### src/rtl/nbit_step_counter.sv
// Parameterised up/down step counter with modular-wrap or saturate-at-limit
// stepping. It runs IDLE -> RUN -> DONE and every output is registered.
module nbit_step_counter #(
  parameter int SIZE = 8
) (
  input  logic            clk,
  input  logic            rst_n,
  input  logic            start,
  input  logic            abort,
  input  logic            en,
  input  logic            up,
  input  logic            sat,
  input  logic [SIZE-1:0] init_val,
  input  logic [SIZE-1:0] step,
  input  logic [SIZE-1:0] limit,
  output logic [SIZE-1:0] count,
  output logic            busy,
  output logic            done,
  output logic            wrap
);

  typedef enum logic [1:0] {IDLE, RUN, DONE} state_t;
  state_t state;

  // One carry bit above SIZE: it is the carry-out on add and the borrow on subtract.
  logic [SIZE:0] sum, diff, res;
  logic          sat_hit, step_zero;

  assign sum       = {1'b0, count} + {1'b0, step};
  assign diff      = {1'b0, count} - {1'b0, step};
  assign res       = up ? sum : diff;
  assign step_zero = (step == '0);
  // A borrow means the exact difference is negative, so it is already below limit.
  assign sat_hit   = up ? (sum >= {1'b0, limit})
                        : (diff[SIZE] || (diff[SIZE-1:0] <= limit));

  always_ff @(posedge clk) begin
    if (!rst_n) begin
      state <= IDLE;
      count <= '0;
      busy  <= 1'b0;
      done  <= 1'b0;
      wrap  <= 1'b0;
    end else begin
      done <= 1'b0;
      wrap <= 1'b0;
      case (state)
        IDLE: begin
          if (start) begin
            count <= init_val;
            state <= RUN;
            busy  <= 1'b1;
          end
        end
        RUN: begin
          if (abort) begin
            state <= IDLE;
            busy  <= 1'b0;
          end else if (en) begin
            if (!sat) begin
              count <= res[SIZE-1:0];
              wrap  <= res[SIZE];
              if (res[SIZE-1:0] == limit) begin
                state <= DONE;
                busy  <= 1'b0;
                done  <= 1'b1;
              end
            end else if (step_zero) begin
              // A zero step never moves the count, so it can only finish already at limit.
              if (count == limit) begin
                state <= DONE;
                busy  <= 1'b0;
                done  <= 1'b1;
              end
            end else if (sat_hit) begin
              count <= limit;
              state <= DONE;
              busy  <= 1'b0;
              done  <= 1'b1;
            end else begin
              count <= res[SIZE-1:0];
            end
          end
        end
        DONE: begin
          state <= IDLE;
        end
        default: begin
          state <= IDLE;
          busy  <= 1'b0;
        end
      endcase
    end
  end

endmodule
### config.mk
export PLATFORM = sky130hd
export DESIGN_NAME = nbit_step_counter
export DESIGN_NICKNAME = d
export VERILOG_FILES = /design/src/rtl/nbit_step_counter.sv
export SDC_FILE = /design/constraint.sdc
export NUM_CORES = 1
export LEC_CHECK = 0
export BUFFER_PORTS_ARGS = -buffer_cell sky130_fd_sc_hd__buf_2
export CAP_MARGIN = 40
export CORE_MARGIN = 2
export CORE_UTILIZATION = 45
export CTS_CLUSTER_DIAMETER = 120
export DETAILED_ROUTE_END_ITERATION = 6
export PLACE_DENSITY_LB_ADDON = 0.12
export SKIP_CTS_REPAIR_TIMING = 1
export SLEW_MARGIN = 20
export SYNTH_ARGS = -nofsm -noshare
export SYNTH_HDL_FRONTEND = slang
export SYNTH_SLANG_ARGS = --single-unit
### constraint.sdc
create_clock -name clk -period 6.3 [get_ports clk]
set_input_delay 1.575 -clock clk [delete_from_list [all_inputs] [get_ports clk]]
set_output_delay 1.575 -clock clk [all_outputs]
set_load 0.03 [all_outputs]
; ---- After elaboration in Yosys (flattened, before gate mapping)
; Cells that the tools add are included.
[word_totals]
latch_bits = 0
regBits = 13
ramBits = 0
input_bits = 31
mem_bits_ro = 0
wordCells = 66
mem_count = 0
out_inout_bits = 11
[classes]
n_eq_ne = 12
n_reduce_logical = 9
order_cmp = 2
bitwise = 4
n_mul = 0
div = 0
shift = 0
muxes = 32
addsub = 2
[ops]
columns = cell, count
row1 = two-way mux 8 bit, 6
row2 = equality test 8 bit, 2
row3 = two-way mux 2 bit, 8
row4 = one-hot mux 8 bit (2 select lines), 1
row5 = two-way mux 1 bit, 14
row6 = "inequality test 5 bit, second input constant", 2
row7 = AND reduction 5 bit, 2
row8 = adder 8 x 8 -> 9 bit, 1
row9 = >= comparator 9 x 8 -> 1 bit, 1
row10 = two-way mux 9 bit, 1
row11 = subtractor 8 x 8 -> 9 bit, 1
row12 = less-or-equal comparator 8 bit, 1
row13 = logical NOT 8 bit, 1
row14 = "inequality test 2 bit, second input constant", 3
row15 = "inequality test 3 bit, second input constant", 2
row16 = AND reduction 6 bit, 1
row17 = OR reduction 5 bit, 1
row18 = "inequality test 4 bit, second input constant", 1
row19 = inverter 1 bit, 4
row20 = one-hot mux 2 bit (2 select lines), 1
row21 = OR reduction 4 bit, 1
row22 = one-hot mux 1 bit (3 select lines), 1
row23 = "equality test 2 x 1 -> 1 bit, second input constant", 1
row24 = "equality test 2 bit, second input constant", 1
row25 = other kinds (3), 3

; ---- Logic depth before layout (Yosys ltp)
[depth]
ltp_word = 10
mapped_depth = 18
mapped_depth_nobuf = 17

; ---- Least setup slack after synthesis
; OpenSTA, ideal clock, no wires.
[synth_timing]
path_kind = input-to-reg
start = input step[2]
end = register count[0]
path_slack_ns = 1.516
path_buffers = 1
t_arrival_ns = 4.726
setup_ns = 0.058
stages = 17
t_required_ns = 6.242
cell_sequence = inv_1 -> ha_1 -> buf_6 -> nor3b_2 -> or3_4 -> a21o_1 -> a21oi_1 -> o21ai_0 -> xnor2_1 -> ha_1 -> nand2b_1 -> a2111oi_0 -> o31a_1 -> nor4bb_1 -> or3_1 -> a311oi_1 -> a31o_2
[synth_via]
elab_chain_cells = 10
word_cells_on_any_way = 15
cone_classes = 2 x add/sub / 2 x order compare / 1 x eq/ne / 7 x mux / 3 x reduce/logical
[synth_lines]
columns = item, line
row1 = "start, declared", 14  ; input logic [SIZE-1:0] step,
row2 = subtractor 8 x 8 -> 9 bit, 30  ; assign diff = {1'b0, count} - {1'b0, step};
row3 = less-or-equal comparator 8 bit, 35  ; : (diff[SIZE] || (diff[SIZE-1:0] <= limit));
row4 = logical OR 1 bit, 35
row5 = two-way mux 1 bit, 34  ; assign sat_hit = up ? (sum >= {1'b0, limit})
row6 = two-way mux 8 bit, 75  ; end else if (sat_hit) begin
row7 = two-way mux 8 bit, 68  ; end else if (step_zero) begin
row8 = two-way mux 8 bit, 60  ; if (!sat) begin
row9 = two-way mux 8 bit, 59  ; end else if (en) begin
row10 = two-way mux 8 bit, 56  ; if (abort) begin
row11 = one-hot mux 8 bit (2 select lines), 47  ; case (state)
row12 = "end signal, assigned", 50  ; count <= init_val;
row13 = "end signal, assigned", 61  ; count <= res[SIZE-1:0];
row14 = "end signal, assigned", 76  ; count <= limit;
row15 = "end, declared", 16  ; output logic [SIZE-1:0] count,
; Parallel ways exist; a longest one is shown, timed or not. The select of a mux whose other input is x is not followed.
; A chain may end at the register's enable or synchronous reset.

; ---- Final worst setup path
[layout_timing]
start = input step[2]
end = register busy
[layout_via]
elab_chain_cells = 6
word_cells_on_any_way = 18
cone_classes = 2 x add/sub / 2 x order compare / 4 x eq/ne / 7 x mux / 3 x reduce/logical
[layout_lines]
columns = item, line
row1 = subtractor 8 x 8 -> 9 bit / logical NOT 8 bit (equally long branches), "30, 32"
row2 = less-or-equal comparator 8 bit / two-way mux 1 bit (equally long branches), "35, 68"
row3 = logical OR 1 bit / two-way mux 1 bit (equally long branches), "35, 60"
row4 = two-way mux 1 bit (on tied branches), "34, 59"
row5 = inequality test 5 bit (no line) / two-way mux 1 bit (equally long branches), -
row6 = AND reduction 6 bit (no line) / one-hot mux 1 bit (3 select lines) (equally long branches), -
row7 = "end signal, assigned", 41  ; busy <= 1'b0;
row8 = "end signal, assigned", 52  ; busy <= 1'b1;
row9 = "end signal, assigned", 58  ; busy <= 1'b0;
row10 = "end, declared", 17  ; output logic busy,
; Parallel ways exist; a longest one is shown, timed or not. The select of a mux whose other input is x is not followed.

==> results.md <==
- Layout Skew: 0.001935 ns
- Switching Power: 0.2687 mW
- Worst hold path type: reg2reg
- Synth Register Bits: 13
- DRC viols: 0
- Crit path launch type: input port
- Pwr/cell area: 217.3 nW/µm²
- Placer congestion estimate: about 0.94
- CTS Buffer Depth: 2
- Worst-Skew Late Latency: around 0.24 ns
- Vias per cell: 5.810
- Required @ worst endpoint: 6.49 ns
- Synth area leaders: ha_1 (17%), dfxtp_1 (11%), xnor2_1 (7.5%), a21oi_1 (6.6%), o21ai_0 (3.9%)
- TritonCTS clock tree: done
- Max-slew headroom: 57.47%
- Sequential area share after synthesis: around 11%
- DR vias: around 2400
- Endpoint class of the critical path: flop
- Core Area: between 5000 and 6000 µm²
- LEAKAGE: 1.218 nW
- Hold path cells: 1
- Synthesis Warnings: 0
- Post-synth EDFFs: 0
- Reg2reg start: count[2]$_SDFFE_PN0P_
- Vias in the first global route: around 2300
- Synth top area share: 17.13%
- Crit path DAT: 5.66 ns
- Setup_tns: 0 ns
- Async SR Flop Fraction: 0%
- Post-Synthesis Cells: 307
- Minimum clock period: 5.469 ns
- Core Util, Final: 51.45%
- CTS H-tree depth: 1
- Kind of critical path: in2reg
- Fin nets: 406
- Drt pass-1 iters: 4
- Worst path cell trace: buf_2 -> inv_1 -> ha_1 -> nor3b_2 -> or3_4 -> a21o_1 -> a21oi_1 -> o21ai_0 -> xnor2_1 -> ha_1 -> nand2b_1 -> a2111oi_0 -> buf_1 -> o31a_1 -> nand4bb_1 -> nand2_1 -> a21oi_1 -> a32o_1
- Largest net degree at the start of global routing: 20
- Area of the die: 5787 µm²
- Comb pwr share: 67.9%
- Root Driver: clkbuf_8
- Top FF cell, synth: dfxtp_1
- CP max stage cell: ha_1
- WL final: 6794 µm
- Layout cell share with drive strength beyond 1: 17.06%
- First-pass GRT wire length: 11430 µm
- Cts bufs inserted: 3
- Initial antenna violation count: 0
- Total clock sinks: 13
- Final setup vio count: 0
- Area growth, synth to finish: 11.72%
- Peak supply drop: 0.1372 mV
- GRT overflow: 0
- Post-Syn Nets: 372
- Setup slack, reg-to-reg: ~1.9 ns
- Fin. Hold Viols: 0
- Maximum operating frequency: 182.9 MHz
- Num rows: 26
- CP max FO: 11
- Buffers added on ports: roughly 40
- Total GRT Usage: around 24%
- Pins Over Slew Limit: 0
- Iteration-0 DRC Markers: 188
- Reg2Reg Depth: 16
- Post-DP HPWL: 5683 µm
- Synthesized area: approximately 2300 µm²
- Ports: 42
- Die X: 76.07 µm
- Clock Power Share: 13.3%
- Synth cell types: 59
- Status: finished, final reports clean
- Max-cap violations: 0
- Delay of the slowest critical-path stage: 0.52 ns
- Worst-path clk slew: 0.06 ns
- Initial Utilization: 46.06%
- Unrepaired setup endpoints after global routing: no
- Worst-margin pin slew: 0.6366 ns
- Antenna cells: 0
- Hold path start: count[0]$_SDFFE_PN0P_
- Hold Path Sink: count[0]$_SDFFE_PN0P_
- Mean routed wirelength per cell: 16.57 µm
- Fin crit share: 86.81%
- Die height: roughly 76 µm
- R2R Path End: busy$_SDFFE_PN0P_
- Sequential share of power: a little under a fifth
- Internal cell power: between 0.2 and 0.3 mW
- Sw frac: 47.37%
- Number of routed nets with antenna violations: 0
- Syn_area_per_cell: between 7 and 8 µm²
- Cell accounting for the most synthesized area: ha_1
-- cell families after synthesis --
group                    share of synthesized area, %
buffers and inverters                           7.227
AND/OR/NAND/NOR                                 20.66
adder cells (fa/ha/maj)                         18.84
multiplexers                                    1.713
AO/OA/AOI/OAI                                   28.75
XOR/XNOR                                        11.67
flip-flops                                      11.13
-- layout make-up --
type                            count  area (µm²)
Clock buffer                        4       45.04
Inverter                           25       93.84
Sequential cell                    13       260.3
Tap cell                           70       87.58
Multi-Input combinational cell    255        1908
Timing Repair Buffer               43       216.5
Fill cell                         516        2464
-- placed cells by master (no fill, tap or decap), drive strengths merged, types with 3 or more instances in the layout --
master / netlist / layout
xor2: 6 / 6
a21oi: 32 / 32
a211o: 3 / 3
ha: 32 / 32
inv: 25 / 25
a211oi: 4 / 4
nand2: 17 / 17
o211ai: 8 / 8
o21ai: 18 / 18
a21o: 6 / 6
nor2: 22 / 22
nor2b: 8 / 8
xnor2: 20 / 20
clkbuf: 7 / 4
nand2b: 6 / 6
buf: 7 / 43
dfxtp: 13 / 13
nor4: 5 / 5
mux2i: 4 / 4
and3: 3 / 3
nor3: 4 / 4
nand3: 6 / 6
a31oi: 3 / 3
nand3b: 3 / 3
a311oi: 5 / 5
or3: 4 / 4
-- through the flow --
| step | setup WS (ns) | hold WS [ns] | cells | power [mW] | instance area, µm² |
|---|---|---|---|---|---|
| 5_1_grt | 0.6126 | 0.6305 | 410 | 0.6210 | 2611 |
| 4_1_cts | 0.8972 | 0.6097 | 410 | 0.5660 | 2611 |
| 6_report | 0.8311 | 0.6026 | 410 | 0.5673 | 2611 |
| 3_5_place_dp | 0.6640 | 0.5952 | 406 | 0.4884 | 2566 |
| 3_3_place_gp | 0.3416 | 0.5846 | 405 | 0.4879 | 2562 |
| 2_1_floorplan | 1.516 | 0.5698 | 307 | 0.3959 | 2337 |
-- state kept, by name, summed over array words and instances (netlist names) --
| register | flops |
|---|---|
| state | 2 |
| wrap | 1 |
| done | 1 |
| count | 8 |
| busy | 1 |
-- cells in the mapped netlist, types with 3 or more instances --
| master | instances |
|---|---|
| ha_1 | 32 |
| a21oi_1 | 31 |
| inv_1 | 24 |
| nor2_1 | 22 |
| xnor2_1 | 20 |
| o21ai_0 | 18 |
| nand2_1 | 17 |
| dfxtp_1 | 13 |
| nor2b_1 | 8 |
| o211ai_1 | 8 |
| clkbuf_1 | 7 |
| nand2b_1 | 6 |
| nand3_1 | 6 |
| xor2_1 | 6 |
| a21o_1 | 5 |
| nor4_1 | 5 |
| a211oi_1 | 4 |
| a311oi_1 | 4 |
| mux2i_1 | 4 |
| nor3_1 | 4 |
| a31oi_1 | 3 |
| and3_1 | 3 |
| buf_2 | 3 |
| nand3b_1 | 3 |
| or3_1 | 3 |
-- power by group through the flow --
stage	Combinational (mW)	Sequential (mW)	Clock (mW)
global route	0.431	0.109	0.0811
CTS	0.383	0.107	0.0760
detailed placement	0.380	0.108	0
floorplan	0.277	0.119	0
finish	0.385	0.107	0.0752
global placement	0.380	0.108	0
-- how the worst max path moves through the flow --
| stage | start | endpoint |
|---|---|---|
| floorplan | step[2] | count[0]$_SDFFE_PN0P_ |
| global placement | step[2] | busy$_SDFFE_PN0P_ |
| detailed placement | step[2] | busy$_SDFFE_PN0P_ |
| CTS | step[2] | busy$_SDFFE_PN0P_ |
| global route | step[2] | busy$_SDFFE_PN0P_ |
| finish | step[2] | busy$_SDFFE_PN0P_ |
-- worst max-delay path: cells and delay by family --
kind | cells | cell delay, ns
fa+ha+maj | 2 | 0.72
simple gates | 5 | 1.14
compound gates | 7 | 1.70
xor+xnor | 1 | 0.16
buf+inv | 3 | 0.37
-- routing by layer --
| metal | up-vias | wire (µm) | GRT usage [%] |
|---|---|---|---|
| met5 | - | 0 | 0 |
| met1 | 1089 | 3182 | 33.11 |
| met4 | 0 | 106 | 4.545 |
| met3 | 10 | 480 | 3.673 |
| li1 | 1195 | - | - |
| met2 | 88 | 3026 | 40.36 |
(Power assumes the default switching activity.)
